File: src/rtl/alsu_pkg.sv
// Shared ALSU constants, op-select codes and scheduler state encoding.
package alsu_pkg;

    localparam int unsigned ALSU_DATA_W = 4;
    localparam int unsigned ALSU_SEL_W  = 4;

    localparam logic [ALSU_SEL_W-1:0] SEL_ADD = 4'b0000;
    localparam logic [ALSU_SEL_W-1:0] SEL_INC = 4'b1110;

    typedef enum logic [1:0] {
        IDLE = 2'd0,
        EXEC = 2'd1,
        RESP = 2'd2
    } sched_state_e;

    // Only add and increment produce a carry worth reporting.
    function automatic logic carry_op(input logic [ALSU_SEL_W-1:0] sel);
        return (sel == SEL_ADD) || (sel == SEL_INC);
    endfunction

endpackage

File: src/rtl/rr_arbiter.sv
// Combinational round-robin arbiter: searches i_req starting at i_ptr and
// returns a one-hot grant, the grant index and an any-grant flag.
module rr_arbiter #(
    parameter int unsigned NUM_REQ = 2,
    localparam int unsigned ID_W = (NUM_REQ > 1) ? $clog2(NUM_REQ) : 1
) (
    input  logic [NUM_REQ-1:0] i_req,
    input  logic [ID_W-1:0]    i_ptr,
    output logic [NUM_REQ-1:0] o_grant_c,
    output logic [ID_W-1:0]    o_grant_idx_c,
    output logic               o_any_grant_c
);

    logic [ID_W-1:0] w_idx;

    always_comb begin
        o_grant_c     = '0;
        o_grant_idx_c = '0;
        o_any_grant_c = 1'b0;
        w_idx         = '0;
        for (int unsigned i = 0; i < NUM_REQ; i++) begin
            w_idx = ID_W'((32'(i_ptr) + i) % NUM_REQ);
            if (!o_any_grant_c && i_req[w_idx]) begin
                o_grant_c[w_idx] = 1'b1;
                o_grant_idx_c    = w_idx;
                o_any_grant_c    = 1'b1;
            end
        end
    end

endmodule

File: src/rtl/alsu_request_scheduler.sv
// Round-robin scheduler sharing one ALSU between NUM_REQ requesters.
// Optional Rsp_Zero output is enabled by defining ALSU_SCHED_ZERO_FLAG_EN.
module alsu_request_scheduler
    import alsu_pkg::*;
#(
    parameter int unsigned NUM_REQ  = 2,
    parameter int unsigned DATA_W   = ALSU_DATA_W,
    parameter int unsigned SEL_W    = ALSU_SEL_W,
    parameter int unsigned ALSU_LAT = 1,
    localparam int unsigned ID_W    = (NUM_REQ > 1) ? $clog2(NUM_REQ) : 1
) (
    input  logic                      CLK,
    input  logic                      RST,
    input  logic [NUM_REQ-1:0]        Req_Valid,
    output logic [NUM_REQ-1:0]        Req_Ready,
    input  logic [NUM_REQ*SEL_W-1:0]  Req_Sel,
    input  logic [NUM_REQ*DATA_W-1:0] Req_A,
    input  logic [NUM_REQ*DATA_W-1:0] Req_B,
    output logic [SEL_W-1:0]          ALSU_Sel,
    output logic [DATA_W-1:0]         ALSU_A,
    output logic [DATA_W-1:0]         ALSU_B,
    input  logic [DATA_W-1:0]         ALSU_Result,
    input  logic                      ALSU_Carry_Out,
    output logic                      Rsp_Valid,
    input  logic                      Rsp_Ready,
    output logic [ID_W-1:0]           Rsp_Id,
    output logic [DATA_W-1:0]         Rsp_Result,
    output logic                      Rsp_Carry_Out,
`ifdef ALSU_SCHED_ZERO_FLAG_EN
    output logic                      Rsp_Zero,
`endif
    output logic                      Busy
);

    localparam int unsigned CNT_W = (ALSU_LAT > 1) ? $clog2(ALSU_LAT) : 1;

    sched_state_e       r_state;
    logic [ID_W-1:0]    r_ptr;
    logic [CNT_W-1:0]   r_lat_cnt;

    logic [NUM_REQ-1:0] w_grant;
    logic [ID_W-1:0]    w_grant_idx;
    logic               w_any_grant;
    logic               w_req_hs;
    logic               w_carry_op;
    logic [SEL_W-1:0]   w_sel;
    logic [DATA_W-1:0]  w_a;
    logic [DATA_W-1:0]  w_b;
    logic [ID_W-1:0]    w_ptr_next;

    rr_arbiter #(
        .NUM_REQ (NUM_REQ)
    ) u_arb (
        .i_req         (Req_Valid),
        .i_ptr         (r_ptr),
        .o_grant_c     (w_grant),
        .o_grant_idx_c (w_grant_idx),
        .o_any_grant_c (w_any_grant)
    );

    // Ready must follow Req_Valid in the same cycle, so it is decoded from state.
    assign w_req_hs  = w_any_grant && (r_state == IDLE);
    assign Req_Ready = (w_req_hs && !RST) ? w_grant : '0;
    assign Busy      = (r_state != IDLE);

    assign w_carry_op = carry_op(ALSU_SEL_W'(ALSU_Sel));
    assign w_ptr_next = (Rsp_Id == ID_W'(NUM_REQ - 1)) ? '0 : Rsp_Id + ID_W'(1);

    // Operand mux for the granted requester.
    always_comb begin
        w_sel = '0;
        w_a   = '0;
        w_b   = '0;
        for (int unsigned i = 0; i < NUM_REQ; i++) begin
            if (w_grant[i]) begin
                w_sel = Req_Sel[i*SEL_W +: SEL_W];
                w_a   = Req_A[i*DATA_W +: DATA_W];
                w_b   = Req_B[i*DATA_W +: DATA_W];
            end
        end
    end

    always_ff @(posedge CLK) begin
        if (RST) begin
            r_state       <= IDLE;
            r_ptr         <= '0;
            r_lat_cnt     <= '0;
            ALSU_Sel      <= '0;
            ALSU_A        <= '0;
            ALSU_B        <= '0;
            Rsp_Valid     <= 1'b0;
            Rsp_Id        <= '0;
            Rsp_Result    <= '0;
            Rsp_Carry_Out <= 1'b0;
`ifdef ALSU_SCHED_ZERO_FLAG_EN
            Rsp_Zero      <= 1'b0;
`endif
        end else begin
            case (r_state)
                IDLE: begin
                    if (w_req_hs) begin
                        ALSU_Sel  <= w_sel;
                        ALSU_A    <= w_a;
                        ALSU_B    <= w_b;
                        Rsp_Id    <= w_grant_idx;
                        r_lat_cnt <= CNT_W'(ALSU_LAT - 1);
                        r_state   <= EXEC;
                    end
                end
                EXEC: begin
                    if (r_lat_cnt == '0) begin
                        Rsp_Result    <= ALSU_Result;
                        Rsp_Carry_Out <= w_carry_op & ALSU_Carry_Out;
`ifdef ALSU_SCHED_ZERO_FLAG_EN
                        Rsp_Zero      <= (ALSU_Result == '0);
`endif
                        Rsp_Valid     <= 1'b1;
                        r_state       <= RESP;
                    end else begin
                        r_lat_cnt <= r_lat_cnt - CNT_W'(1);
                    end
                end
                RESP: begin
                    if (Rsp_Ready) begin
                        Rsp_Valid <= 1'b0;
                        r_ptr     <= w_ptr_next;
                        r_state   <= IDLE;
                    end
                end
                default: r_state <= IDLE;
            endcase
        end
    end

endmodule

File: config.mk
export PLATFORM = sky130hd
export DESIGN_NAME = alsu_request_scheduler
export DESIGN_NICKNAME = d
export VERILOG_FILES = /design/src/rtl/alsu_pkg.sv /design/src/rtl/rr_arbiter.sv /design/src/rtl/alsu_request_scheduler.sv
export SDC_FILE = /design/constraint.sdc
export NUM_CORES = 1
export LEC_CHECK = 0
export CAP_MARGIN = 20
export CORE_ASPECT_RATIO = 1.25
export CORE_MARGIN = 8
export CORE_UTILIZATION = 37
export CTS_CLUSTER_SIZE = 30
export DETAILED_ROUTE_END_ITERATION = 10
export HOLD_SLACK_MARGIN = 0.05
export MAX_ROUTING_LAYER = met4
export PLACE_DENSITY = 0.78
export SLEW_MARGIN = 20
export SYNTH_ARGS = -nofsm -noshare
export SYNTH_HDL_FRONTEND = slang
export SYNTH_SLANG_ARGS = --single-unit
File: constraint.sdc
create_clock -name CLK -period 1.5 [get_ports CLK]
set_clock_uncertainty 0.2 [all_clocks]
set_input_delay 0.3 -clock CLK [delete_from_list [all_inputs] [get_ports CLK]]
set_output_delay 0.3 -clock CLK [all_outputs]
set_load 0.01 [all_outputs]
## Word level (Yosys, flattened, before mapping)

Index checks and enable logic that the tools add are counted.

- Register bits after elaboration: 23
- Input port bits: 34
- Output and inout port bits: 22
- Logic and storage cells: 77

- $add $sub $neg: 3
- $lt $le $gt $ge: 4
- Equal/unequal tests: 6
- Mux-type cells: 32
- Bitwise gates (word level): 3
- Reduce and logical (&&, ||, !) cells: 19

Operators by type and width:

| cell | count |
|---|---|
| two-way mux 4 bit | 6 |
| two-way mux 1 bit | 15 |
| two-way mux 2 bit | 6 |
| AND reduction 2 bit | 4 |
| inequality test 2 bit, second input constant | 3 |
| one-hot mux 2 bit (3 select lines) | 1 |
| AND reduction 3 bit | 2 |
| nonzero test 2 bit | 3 |
| logical AND 1 bit | 5 |
| equality test 4 bit, second input constant | 1 |
| zero test 4 bit | 1 |
| less-than comparator 1 x 2 -> 1 bit, second input constant | 2 |
| one-hot mux 1 bit (2 select lines) | 2 |
| adder 1 bit, second input constant | 2 |
| demux 1 bit (select 1 bit) | 2 |
| equality test 2 x 1 -> 1 bit, second input constant | 1 |
| equality test 2 bit, second input constant | 1 |
| >= comparator 1 bit, second input constant | 2 |
| zero test 1 bit | 2 |
| zero test 2 bit | 1 |
| bitwise OR 2 bit | 1 |
| AND 1 bit | 1 |
| logical OR 1 bit | 1 |
| NOT 1 bit | 1 |
| subtractor 1 bit, second input constant | 1 |

## Depth between registers and ports, before layout

- Depth after elaboration: 9
- Depth in mapped cells: 5
- Mapped depth without buffers: 4

## Cells and area by module

Synthesis repeated with hierarchy kept, for this count alone.

- Cell total of the unflattened synthesis: 109
- Area, all modules: 988.4 um2

By module, submodules not included:

| module | instances | cells each | area an instance (um2) | seq. area each (um2) |
|---|---|---|---|---|
| alsu_request_scheduler | 1 | 104 | 955.9 | 440.4 |
| rr_arbiter | 1 | 5 | 32.5 | 0.0 |

## Worst setup path before layout

No wires, ideal clock.

- Path type: register to output
- Start point: register r_state[0]
- End point: output port Req_Ready[0]
- Arrival time: 1.011 ns
- Required time: 1.000 ns
- Path slack: -0.011 ns
- Stages on the path, launching flop included: 5
- Path buffers: 1
- Cell sequence: dfxtp_1 > a211oi_4 > buf_6 > nand2_1 > nor2_1

- Longest elaborated chain between the ends: 4

Ends and longest elaborated chain:

| element | line | RTL |
|---|---|---|
| start: declaration | alsu_request_scheduler.sv:37 | `sched_state_e r_state;` |
| start signal: assignment | alsu_request_scheduler.sv:85 | `r_state <= IDLE;` |
| start signal: assignment | alsu_request_scheduler.sv:107 | `r_state <= EXEC;` |
| start signal: assignment | alsu_request_scheduler.sv:118 | `r_state <= RESP;` |
| zero test 2 bit | alsu_request_scheduler.sv:62 | `assign w_req_hs = w_any_grant && (r_state == IDLE);` |
| logical AND 1 bit | alsu_request_scheduler.sv:62 |  |
| logical AND 1 bit | alsu_request_scheduler.sv:63 | `assign Req_Ready = (w_req_hs && !RST) ? w_grant : '0;` |
| two-way mux 2 bit | alsu_request_scheduler.sv:63 |  |
| end: declaration | alsu_request_scheduler.sv:15 | `output logic [NUM_REQ-1:0] Req_Ready,` |

No other way between the ends.

## Worst setup path in the final report

- Start point: register r_ptr
- End point: output port Req_Ready[0]

- Longest elaborated chain between the ends: 9
- Elaborated cells on any way between the ends: 25
- Classes of those cells: add/sub: 1; order compare: 4; mux: 13; bitwise: 1; reduce/logical: 6

Ends and longest elaborated chain:

| element | line | RTL |
|---|---|---|
| start: declaration | alsu_request_scheduler.sv:38 | `logic [ID_W-1:0] r_ptr;` |
| start signal: assignment | alsu_request_scheduler.sv:126 | `r_ptr <= w_ptr_next;` |
| parallel branches: the longest is 8 deep, another holds less-than comparator 1 x 2 -> 1 bit | -- |  |
| two-way mux 2 bit (*) | alsu_request_scheduler.sv:63 |  |

Mark *: on every way between the ends. The select of a mux whose other input is x is not followed.

==> qor.txt <==
outcome - finished, violations left
violated checks - setup timing
number of H-tree levels - 1
RSZ-0062 raised after global routing - yes
CTS Buf Count - 3
Starting Density - 0.3800
Antenna Violating Nets Remaining - 0
flops & latches, synth - 22
Yosys Warn Count - 0
DRT Wirelength - 3694 um
pins over their slew limit - 0
worst ir drop on vdd - 0.5654 mV
die width - 62.23 um
most frequent cells in the layout - clkdlybuf4s50_1, dlygate4sd2_1, buf_4
Residual DRC - 0
asr flop ratio synth - 0
hold_ws - 0.2696 ns
initial antenna violation count - 0
endpoints failing setup - 3
Vias/cell - 5.525
largest area contributor in the netlist - dfxtp_1
1st-iter DRT viols - 62
clock buffer depth - 2
die area - 4592 um2
fraction of the yosys area taken by sequential cells - 0.4456
vias in the first global route - 1281
worst path arrival time - 1.22 ns
NumNets Final - 224
PortBufs - 55
Leak Pwr - 0.0007127 uW
Hold Violations, Final - 0
clk root buf - clkbuf_4
Hold Crit Class - reg -> reg
critical path type - reg -> out
Syn Area/Cell - 8.237 um2
Synth area leaders - dfxtp_1, a31oi_1, nand4_1
core area - 2601 um2
crit path buf inv count - 1
dpl ws - -0.8108 ns
Wirelength per Cell - 16.57 um
achievable clock frequency - 581.1 MHz
Power Density - 853.0 nW/um2
total gr overflow - 0
router iterations before antenna repair - 4
GPL Wtd Cong - 0.7389
slowest cell on the critical path - dfxtp_2
clock latency at the later pin of the worst-skew pair - 0.31 ns
share of cells above drive strength 1 - 0.2169
Post-Synthesis Cells - 120
DIE HEIGHT - 73.79 um
Total Routing Usage GR - 0.1610
Yosys cell types - 25
EDFF count, synth - 0
clock-pin slew on the worst setup and hold paths - 0.13 ns
TNS Setup - -0.4695 ns
max cap viols - 0
I/O pins - 56
nature of the critical path startpoint - register
largest net degree at the start of global routing - 15
Ant. Diodes - 0
first-pass GRT wire length - 5947 um
area delta synth->final - 73.92%
worst setup margin - -0.2210 ns
worst slew pin tran - 0.2400 ns
row cnt - 21
Final Cycle Share - 1.147
TritonCTS Sinks - 22
syn_nets - 154
HPWL after DPL - 2763 um
Post-Syn Area - 988.4 um2
Relative slew margins - 0.8400
CP max FO - 3
Worst Setup End Kind - output port
via count - 1232
share of the synthesized area in the top cell type - 0.4456
most common cell after layout, fill and taps aside - clkdlybuf4s50_1
CTS tree - built
max incr delay on CP - 0.36 ns
dominant delay contributor by cell family on the critical path - flip-flops
minimum clock period - 1.721 ns
top_reg_cell synth - dfxtp_1
Crit path required time - 1.00 ns
Reg2Reg Setup Slack - 0.09 ns
worst path cell trace - a211oi_4 > nand2_1 > nor2_2 > buf_4
cts hold-fix bufs - 0
## kinds of logic (layout without fill, tap and decap cells)
kind of cell	count (synthesis)	count (layout)	synth area share
AND/OR/NAND/NOR	49	49	0.2582
AO/OA/AOI/OAI	37	37	0.2266
flip-flops	22	22	0.4456
buffers and inverters	12	81	0.06962
## worst reg2reg max path: stages, from the launching register on
cell,delay (ns)
dfxtp_4,0.39
nor2_4,0.14
buf_6,0.12
inv_4,0.03
buf_4,0.18
o21ai_1,0.16
a31oi_1,0.10
## cell type report
class / count / area (um2)
sequential: 22 / 452.9
fill: 222 / 882.1
clock buffer: 4 / 36.28
inverter: 3 / 13.76
multi-input combinational: 86 / 508.0
timing repair buffer: 74 / 665.6
tap: 34 / 42.54
## registers in the layout (all words and copies together) (netlist names)
register / flops
Rsp_Carry_Out: 1
r_ptr: 1
Rsp_Valid: 1
ALSU_Sel: 4
Rsp_Result: 4
ALSU_A: 4
ALSU_B: 4
r_state: 2
Rsp_Id: 1
## where the power goes
part / internal [uW] / switching (uW)
sequential: 634 / 33.9
combinational: 239 / 219
clock: 148 / 192
total: 1020 / 444
## per-stage QoR
step	instance area (um2)	cells	power, uW	utilization
final	1719	223	1466	0.6609
after global routing	1719	223	1533	0.6609
after CTS	1708	223	1461	0.6566
after detailed placement	1647	216	1139	0.6330
after global placement	1647	216	1128	0.6330
after floorplan	991.0	120	872.1	-
## layer usage
layer | vias up | routed length [um] | global-route usage | share of wire
met2 | 62 | 1900 | 0.2823 | 0.51
met1 | 574 | 1476 | 0.1683 | 0.40
li1 | 586 | - | - | -
met3 | 10 | 212 | 0.03049 | 0.057
met5 | - | 0 | - | 0
met4 | 0 | 104 | 0.08831 | 0.028
## worst paths after layout
path | startpoint | endpoint | depth (start not counted)
worst max-delay path | r_ptr$_SDFFE_PP0P_ | Req_Ready[0] | 4
worst min-delay path | Rsp_Result[3]$_SDFFE_PP0P_ | Rsp_Result[3]$_SDFFE_PP0P_ | 2
worst max register to register | r_state[0]$_SDFFE_PP0P_ | ALSU_Sel[2]$_SDFFE_PP0P_ | 6
worst min register to register | Rsp_Result[3]$_SDFFE_PP0P_ | Rsp_Result[3]$_SDFFE_PP0P_ | 2
## what timing repair did
action	4_1_cts	5_1_grt
pin swaps	4	5
setup endpoints to repair	35	20
gates cloned	0	1
resized for setup	51	8
setup buffers	3	1
## cell usage after synthesis (2+ instances only)
library cell	n
dfxtp_1	22
nand3_1	13
a31oi_1	12
nand4_1	12
nand2_1	10
o21ai_1	9
a21oi_1	7
nor2_1	5
o21ai_0	5
buf_2	4
a211oi_1	2
buf_6	2
clkbuf_1	2
inv_1	2
nand2b_1	2
nor3_1	2
Power figures use the tool's default switching activity.
